`src/rtl/cdb_pkg.sv`:
```
// Shared word layout, unit codes and one-hot register codes for the common data bus arbiter.
package cdb_pkg;

  localparam int DEST_MSB = 15;
  localparam int DEST_LSB = 13;
  localparam int RS_MSB   = 12;
  localparam int RS_LSB   = 11;
  localparam int UNIT_BIT = 10;
  localparam int DATA_MSB = 9;
  localparam int DATA_LSB = 0;

  typedef logic [15:0] cdb_word_t;

  localparam cdb_word_t  INVALID_WORD = 16'hFFFF;
  localparam logic       UNIT_ULA     = 1'b1;
  localparam logic       UNIT_LDSD    = 1'b0;
  localparam logic [2:0] R0           = 3'b100;
  localparam logic [2:0] R1           = 3'b010;
  localparam logic [2:0] R2           = 3'b001;

  typedef enum logic {
    SRC_LDSD = 1'b0,
    SRC_ULA  = 1'b1
  } src_e;

  // A word is accepted only with a single destination register and the unit tag of its port.
  function automatic logic is_well_formed(input cdb_word_t w, input logic unit);
    logic [2:0] dest;
    dest = w[DEST_MSB:DEST_LSB];
    return ((dest == R0) || (dest == R1) || (dest == R2)) && (w[UNIT_BIT] == unit);
  endfunction

endpackage

```
`src/rtl/cdb_fifo.sv`:
```
// Synchronous per-source result queue; a push into a full queue is taken only when the head
// leaves on the same edge.
module cdb_fifo
  import cdb_pkg::*;
#(
  parameter int  DEPTH = 4,
  localparam int CW    = $clog2(DEPTH) + 1
) (
  input  logic          clock,
  input  logic          reset_n,
  input  logic          push,
  input  logic          pop,
  input  cdb_word_t     din,
  output cdb_word_t     head,
  output logic          full,
  output logic          empty,
  output logic [CW-1:0] count
);

  localparam int PW = $clog2(DEPTH);

  cdb_word_t     mem_r [DEPTH];
  logic [PW-1:0] wr_ptr_r;
  logic [PW-1:0] rd_ptr_r;
  logic [CW-1:0] count_r;
  logic          do_push_s;
  logic          do_pop_s;

  // Qualify requests against the current occupancy.
  always_comb begin
    do_pop_s  = pop && (count_r != {CW{1'b0}});
    do_push_s = push && ((count_r != CW'(DEPTH)) || do_pop_s);
  end

  // Pointer and occupancy update; depth is a power of two so pointers wrap naturally.
  always_ff @(posedge clock) begin
    if (!reset_n) begin
      wr_ptr_r <= {PW{1'b0}};
      rd_ptr_r <= {PW{1'b0}};
      count_r  <= {CW{1'b0}};
    end else begin
      if (do_push_s) begin
        wr_ptr_r <= wr_ptr_r + PW'(1);
      end
      if (do_pop_s) begin
        rd_ptr_r <= rd_ptr_r + PW'(1);
      end
      case ({do_push_s, do_pop_s})
        2'b10:   count_r <= count_r + CW'(1);
        2'b01:   count_r <= count_r - CW'(1);
        default: count_r <= count_r;
      endcase
    end
  end

  // Storage array; contents are don't-care while the queue is empty.
  always_ff @(posedge clock) begin
    if (do_push_s) begin
      mem_r[wr_ptr_r] <= din;
    end
  end

  assign head  = mem_r[rd_ptr_r];
  assign full  = (count_r == CW'(DEPTH));
  assign empty = (count_r == {CW{1'b0}});
  assign count = count_r;

endmodule

```
`src/rtl/cdb_arbiter.sv`:
```
// Round-robin arbiter merging arithmetic and load/store results onto one registered bus.
// Optional statistics counters are enabled with the macro CDB_ARB_STATS_EN.
module cdb_arbiter
  import cdb_pkg::*;
#(
  parameter int FIFO_DEPTH = 4
) (
  input  logic        clock,
  input  logic        reset_n,
  input  logic [15:0] ula_in,
  input  logic [15:0] ldsd_in,
  output logic        ula_stall,
  output logic        ldsd_stall,
  output logic [15:0] cdb,
  output logic        cdb_valid,
  output logic [2:0]  reg_we,
  output logic [9:0]  reg_wdata,
  output logic        err_overflow,
  output logic        err_format
`ifdef CDB_ARB_STATS_EN
  ,
  output logic [15:0] bcast_count,
  output logic [15:0] conflict_count
`endif
);

  localparam int CW = $clog2(FIFO_DEPTH) + 1;

  src_e          last_grant_r;
  logic          ula_push_s,  ldsd_push_s;
  logic          ula_fmt_s,   ldsd_fmt_s;
  logic          ula_ovf_s,   ldsd_ovf_s;
  logic          ula_pop_s,   ldsd_pop_s;
  cdb_word_t     ula_head_s,  ldsd_head_s;
  logic          ula_full_s,  ldsd_full_s;
  logic          ula_empty_s, ldsd_empty_s;
  logic [CW-1:0] ula_count_s, ldsd_count_s;

  // Classify incoming words as idle, well-formed pushes or malformed discards.
  always_comb begin
    ula_push_s  = (ula_in != INVALID_WORD) && is_well_formed(ula_in, UNIT_ULA);
    ula_fmt_s   = (ula_in != INVALID_WORD) && !is_well_formed(ula_in, UNIT_ULA);
    ldsd_push_s = (ldsd_in != INVALID_WORD) && is_well_formed(ldsd_in, UNIT_LDSD);
    ldsd_fmt_s  = (ldsd_in != INVALID_WORD) && !is_well_formed(ldsd_in, UNIT_LDSD);
    ula_ovf_s   = ula_push_s && ula_full_s && !ula_pop_s;
    ldsd_ovf_s  = ldsd_push_s && ldsd_full_s && !ldsd_pop_s;
  end

  // Grant selection: a tie goes to whichever source was not served last.
  always_comb begin
    ula_pop_s  = 1'b0;
    ldsd_pop_s = 1'b0;
    if (!ula_empty_s && !ldsd_empty_s) begin
      if (last_grant_r == SRC_LDSD) begin
        ula_pop_s = 1'b1;
      end else begin
        ldsd_pop_s = 1'b1;
      end
    end else if (!ula_empty_s) begin
      ula_pop_s = 1'b1;
    end else if (!ldsd_empty_s) begin
      ldsd_pop_s = 1'b1;
    end else begin
      ula_pop_s  = 1'b0;
      ldsd_pop_s = 1'b0;
    end
  end

  cdb_fifo #(.DEPTH(FIFO_DEPTH)) u_ula_fifo (
    .clock   (clock),
    .reset_n (reset_n),
    .push    (ula_push_s),
    .pop     (ula_pop_s),
    .din     (ula_in),
    .head    (ula_head_s),
    .full    (ula_full_s),
    .empty   (ula_empty_s),
    .count   (ula_count_s)
  );

  cdb_fifo #(.DEPTH(FIFO_DEPTH)) u_ldsd_fifo (
    .clock   (clock),
    .reset_n (reset_n),
    .push    (ldsd_push_s),
    .pop     (ldsd_pop_s),
    .din     (ldsd_in),
    .head    (ldsd_head_s),
    .full    (ldsd_full_s),
    .empty   (ldsd_empty_s),
    .count   (ldsd_count_s)
  );

  // Broadcast register, grant history and sticky error flags.
  always_ff @(posedge clock) begin
    if (!reset_n) begin
      cdb          <= INVALID_WORD;
      cdb_valid    <= 1'b0;
      reg_we       <= 3'b000;
      reg_wdata    <= 10'd0;
      last_grant_r <= SRC_LDSD;
      err_overflow <= 1'b0;
      err_format   <= 1'b0;
    end else begin
      if (ula_pop_s) begin
        cdb          <= ula_head_s;
        cdb_valid    <= 1'b1;
        reg_we       <= ula_head_s[DEST_MSB:DEST_LSB];
        reg_wdata    <= ula_head_s[DATA_MSB:DATA_LSB];
        last_grant_r <= SRC_ULA;
      end else if (ldsd_pop_s) begin
        cdb          <= ldsd_head_s;
        cdb_valid    <= 1'b1;
        reg_we       <= ldsd_head_s[DEST_MSB:DEST_LSB];
        reg_wdata    <= ldsd_head_s[DATA_MSB:DATA_LSB];
        last_grant_r <= SRC_LDSD;
      end else begin
        cdb          <= INVALID_WORD;
        cdb_valid    <= 1'b0;
        reg_we       <= 3'b000;
        reg_wdata    <= 10'd0;
        last_grant_r <= last_grant_r;
      end
      err_overflow <= err_overflow | ula_ovf_s | ldsd_ovf_s;
      err_format   <= err_format | ula_fmt_s | ldsd_fmt_s;
    end
  end

  // One free slot remains when stall rises, covering a producer that already issued.
  assign ula_stall  = (ula_count_s >= CW'(FIFO_DEPTH - 1));
  assign ldsd_stall = (ldsd_count_s >= CW'(FIFO_DEPTH - 1));

`ifdef CDB_ARB_STATS_EN
  // Saturating statistics; a broadcast is counted on the edge that registers it.
  always_ff @(posedge clock) begin
    if (!reset_n) begin
      bcast_count    <= 16'd0;
      conflict_count <= 16'd0;
    end else begin
      if ((ula_pop_s || ldsd_pop_s) && (bcast_count != 16'hFFFF)) begin
        bcast_count <= bcast_count + 16'd1;
      end
      if (!ula_empty_s && !ldsd_empty_s && (conflict_count != 16'hFFFF)) begin
        conflict_count <= conflict_count + 16'd1;
      end
    end
  end
`endif

endmodule

```
`config.mk`:
```
export PLATFORM = sky130hd
export DESIGN_NAME = cdb_arbiter
export DESIGN_NICKNAME = d
export VERILOG_FILES = /design/src/rtl/cdb_pkg.sv /design/src/rtl/cdb_fifo.sv /design/src/rtl/cdb_arbiter.sv
export SDC_FILE = /design/constraint.sdc
export NUM_CORES = 1
export LEC_CHECK = 0
export CAP_MARGIN = 20
export CORE_MARGIN = 2
export CORE_UTILIZATION = 63
export CTS_CLUSTER_DIAMETER = 60
export DETAILED_ROUTE_END_ITERATION = 7
export DONT_BUFFER_PORTS = 1
export HOLD_SLACK_MARGIN = 0.12
export PLACE_DENSITY = 0.87
export SYNTH_ARGS = -nofsm -noshare
export SYNTH_HDL_FRONTEND = slang
export SYNTH_HIERARCHICAL = 1
export SYNTH_SLANG_ARGS = --single-unit
```
`constraint.sdc`:
```
create_clock -name clock -period 4.65 [get_ports clock]
set_clock_uncertainty 0.2 [all_clocks]
set_input_delay 0.6975 -clock clock [delete_from_list [all_inputs] [get_ports clock]]
set_output_delay 0.6975 -clock clock [all_outputs]
set_load 0.05 [all_outputs]
```
==> out/results.tsv <==
stage	metric	value	unit
yosys	FF+latch count, synth	179	
worst_setup_path	Worst R2R End	u_ula_fifo/count[2]	
yosys	number of synthesized flops with an enable pin	128	
power	P_leak	2.638	nW
cts	CTS tree	yes	
cts	Max clock buf depth	2	
yosys	Post-synth ARST share	0	%
finish	diodes inserted	0	
run_status	run status	complete, no violations	
yosys	sequential-to-total area share from yosys stat	68.91	%
worst_hold_path	worst hold path type	input port to flip-flop	
global_routing	vias in the first global route	3894	
finish	number of nets in the layout	513	
place	Final GP Congestion	0.9038	
timing	Tightest Pin Transition	0.8807	ns
timing	final hold viol count	0	
drt	DR WL/cell	23.85	um
worst_setup_path	CP max FO	28	
yosys	Gate Count Post-Synth	433	
global_routing	first-pass GRT wire length	22.46	mm
yosys	post-synthesis adder-cell area fraction	2.162	%
yosys	most used flip-flop cell after synthesis	edfxtp_1	
floorplanning	effective utilization at floorplan	64.84	%
cts	Worst-Skew Late Latency	0.54	ns
timing	Final TNS setup	0	ns
finish	layout cells sized above 1	19.13	%
timing	minimum clock period	4.167	ns
yosys	mapped cell area	0.007059	sq mm
timing	Final Cycle Share	89.60	%
drt	DRC	0	
yosys	xor/xnor cell area share of the yosys netlist	1.117	%
drt	DR iter-0 viols	453	
yosys	Mapped Nets	478	
global_routing	initial antenna violation count	0	
finish	final core occ	73.89	%
cts	CTS clock-pin slew for the worst setup and hold paths	0.08	ns
global_routing	largest net degree at the start of global routing	38	
drt	final wirelength	14.81	mm
timing	Pins Over Slew Limit	0	
floorplanning	row count	38	
yosys	mux contribution to synthesized area	10.49	%
timing	max_slew headroom	41.22	%
yosys	synth warn	6	
floorplanning	chip height	109.9	um
worst_setup_path	reg2reg setup slack	0.48	ns
worst_setup_path	WP data arrival	4.42	ns
worst_setup_path	Setup crit end	u_ula_fifo/count[2]	
cts	H-Tree Depth	4	
worst_setup_path	crit path capture type	flip-flop	
yosys	largest family of logic cells by synthesized area	multiplexers	
drt	post-route antenna net violation count	0	
drt	drt pass-1 iters	5	
floorplanning	io pins	68	
drt	detailed-route via count	3960	
cts	cts repair resizes	0	
yosys	Compound-Gate Fraction of Synth Area	6.257	%
worst_setup_path	r2r startpoint	u_ldsd_fifo/count[1]	
power	VDD IR max	302.2	uV
worst_setup_path	Crit Path Class	flip-flop to flip-flop	
power	Total Power	3.947	mW
timing	unrepaired setup endpoints after global routing	false	
timing	Setup violations, final	0	
floorplanning	die area	0.01207	sq mm
cts	Post-CTS Setup Bufs	0	
worst_setup_path	startpoint types	flip-flop	
cts	Sink Count	179	
floorplanning	core box area	0.01089	sq mm
floorplanning	chip width	109.9	um
yosys	post-synthesis simple-gate area fraction	7.763	%
power	PwrDens	490.6	mW/mm^2
global_routing	aggregate global routing overflow	0	
global_routing	GRT Overall Usage	26.44	%
drt	Via density	6.377	
worst_setup_path	Worst EP required	4.90	ns
cts	hold buffer count at CTS	34	
yosys	Avg Synthesized Cell Area	16.30	sq um
worst_setup_path	r2r worst-path depth	13	
worst_setup_path	Worst Setup SP	u_ldsd_fifo/count[1]	
place	I/O Buffers	0	
timing	Highest Clock Rate	0.2400	GHz
finish	area grow syn2layout	13.97	%
cts	TritonCTS buffer count	17	
place	Post-DP HPWL	8.597	mm
run	max cap viols	0	
cts	CTS root buffer	clkbuf_8	
yosys	post-synth cell types	52	
[state kept, by name, indices dropped and copies added (netlist names), named ones only]
register	flops
err_format	1
last_grant_r	1
reg_wdata	10
u_ula_fifo/wr_ptr_r	2
u_ldsd_fifo/rd_ptr_r	2
cdb	16
u_ldsd_fifo/mem_r	64
u_ula_fifo/mem_r	64
cdb_valid	1
reg_we	3
u_ula_fifo/count	3
u_ula_fifo/rd_ptr_r	2
err_overflow	1
u_ldsd_fifo/count	3
u_ldsd_fifo/wr_ptr_r	2
[synth_stat cells (2+ instances only)]
library cell  number  area share (%)
a21boi_0           4            0.43
a21o_1             3            0.32
a21oi_1            3            0.21
a22oi_1            7            0.74
a22oi_2            6             1.1
a31oi_1            2            0.18
and2_1             6            0.53
and2_2             4            0.43
buf_2              5            0.35
buf_4              3            0.32
buf_6              6            0.96
clkbuf_1           6            0.32
dfxtp_1           51              14
edfxtp_1         128              54
fa_1               2            0.57
ha_1               9             1.6
inv_1             16            0.85
mux2i_1            2            0.28
mux4_2            32              10
nand2_1           15            0.80
nand3_1            5            0.35
nand4_1            8            0.71
nor2_1            21             1.1
nor2b_1            9            0.80
nor2b_2            7            0.87
nor3_1            13            0.92
nor4_1             2            0.18
o211a_1            2            0.28
o21ai_0            9            0.64
o21ai_1           13            0.92
o22ai_1            4            0.35
or3_1              3            0.27
xnor2_1            4            0.50
xor2_1             5            0.62
[stage by stage]
stage                     hold slack [ns]  instances  setup slack (ns)  instance area [sq um]
after floorplan                    0.2606        433             1.417                   7059
after CTS                          0.1326        618            0.5658                   7978
after global routing               0.1215        621            0.3217                   8045
after global placement             0.2798        552            0.9276                   7077
final                              0.1382        621            0.4835                   8045
after detailed placement           0.2947        552            0.6653                   7077
[layer usage]
layer | vias to the layer above | wire length, um | share of wire [%] | track usage [%]
li1 | 1721 | - | - | -
met1 | 1971 | 5599 | 38 | 34.62
met2 | 227 | 7526 | 51 | 42.46
met3 | 41 | 1171 | 7.9 | 6.639
met4 | 0 | 516 | 3.5 | 11.12
met5 | - | 0 | 0 | 0
[power breakdown]
part           switching (mW)  total (mW)  internal (mW)
Combinational           0.319       0.527          0.207
Sequential              0.263        2.08           1.82
Clock                   0.588        1.34          0.752
Total                    1.17        3.95           2.78
[worst max-delay path, stage by stage, from the launching register on]
cell	delay, ns
dfxtp_1	0.38
or3_2	0.56
inv_1	0.46
inv_2	0.10
a21o_1	0.45
inv_8	0.28
inv_1	0.11
nor2_1	0.19
ha_1	0.22
inv_1	0.06
fa_1	0.38
xor2_1	0.16
or3_1	0.30
a21boi_0	0.22
[placed cells by master, fill, tap and decap left out, types with 4 or more instances in the layout]
cell | Yosys | final
nor3_1 | 13 | 13
xnor2_1 | 4 | 4
clkbuf_16 | 0 | 19
a22oi_2 | 6 | 6
o22ai_1 | 4 | 4
inv_1 | 16 | 16
nand4_1 | 8 | 8
nor2b_1 | 9 | 9
a22oi_1 | 7 | 7
dlygate4sd3_1 | 0 | 34
a21boi_0 | 4 | 4
xor2_1 | 5 | 5
nor2b_2 | 7 | 7
clkinv_2 | 0 | 4
edfxtp_1 | 128 | 128
nor2_1 | 21 | 21
nand3_1 | 5 | 5
mux4_2 | 32 | 32
dfxtp_1 | 51 | 51
nand2_1 | 15 | 15
and2_2 | 4 | 4
ha_1 | 9 | 9
and2_1 | 6 | 6
o21ai_0 | 9 | 9
o21ai_1 | 13 | 13
[cell families after synthesis]
family / Yosys count
flip-flops: 179
AND/OR/NAND/NOR: 100
AO/OA/AOI/OAI: 61
buffers and inverters: 39
multiplexers: 34
adder cells (fa/ha/maj): 11
XOR/XNOR: 9
[worst min path at each step]
stage,from,end,depth (start not counted)
finish,reset_n,reg_wdata[8],1
global route,reset_n,reg_wdata[8],1
CTS,reset_n,reg_wdata[8],1
detailed placement,u_ula_fifo/rd_ptr_r[0],u_ula_fifo/rd_ptr_r[0],2
global placement,u_ula_fifo/rd_ptr_r[0],u_ula_fifo/rd_ptr_r[0],2
floorplan,u_ula_fifo/rd_ptr_r[0],flip-flop,2
[final cells by class]
| cell class | instances | area [sq um] |
|---|---|---|
| Inverter | 18 | 75.07 |
| Clock buffer | 22 | 495.5 |
| Multi-Input combinational cell | 215 | 1962 |
| Fill cell | 611 | 2843 |
| Tap cell | 140 | 175.2 |
| Clock inverter | 10 | 65.06 |
| Sequential cell | 179 | 4865 |
| Timing Repair Buffer | 37 | 407.9 |
Power figures use the tool's default switching activity.
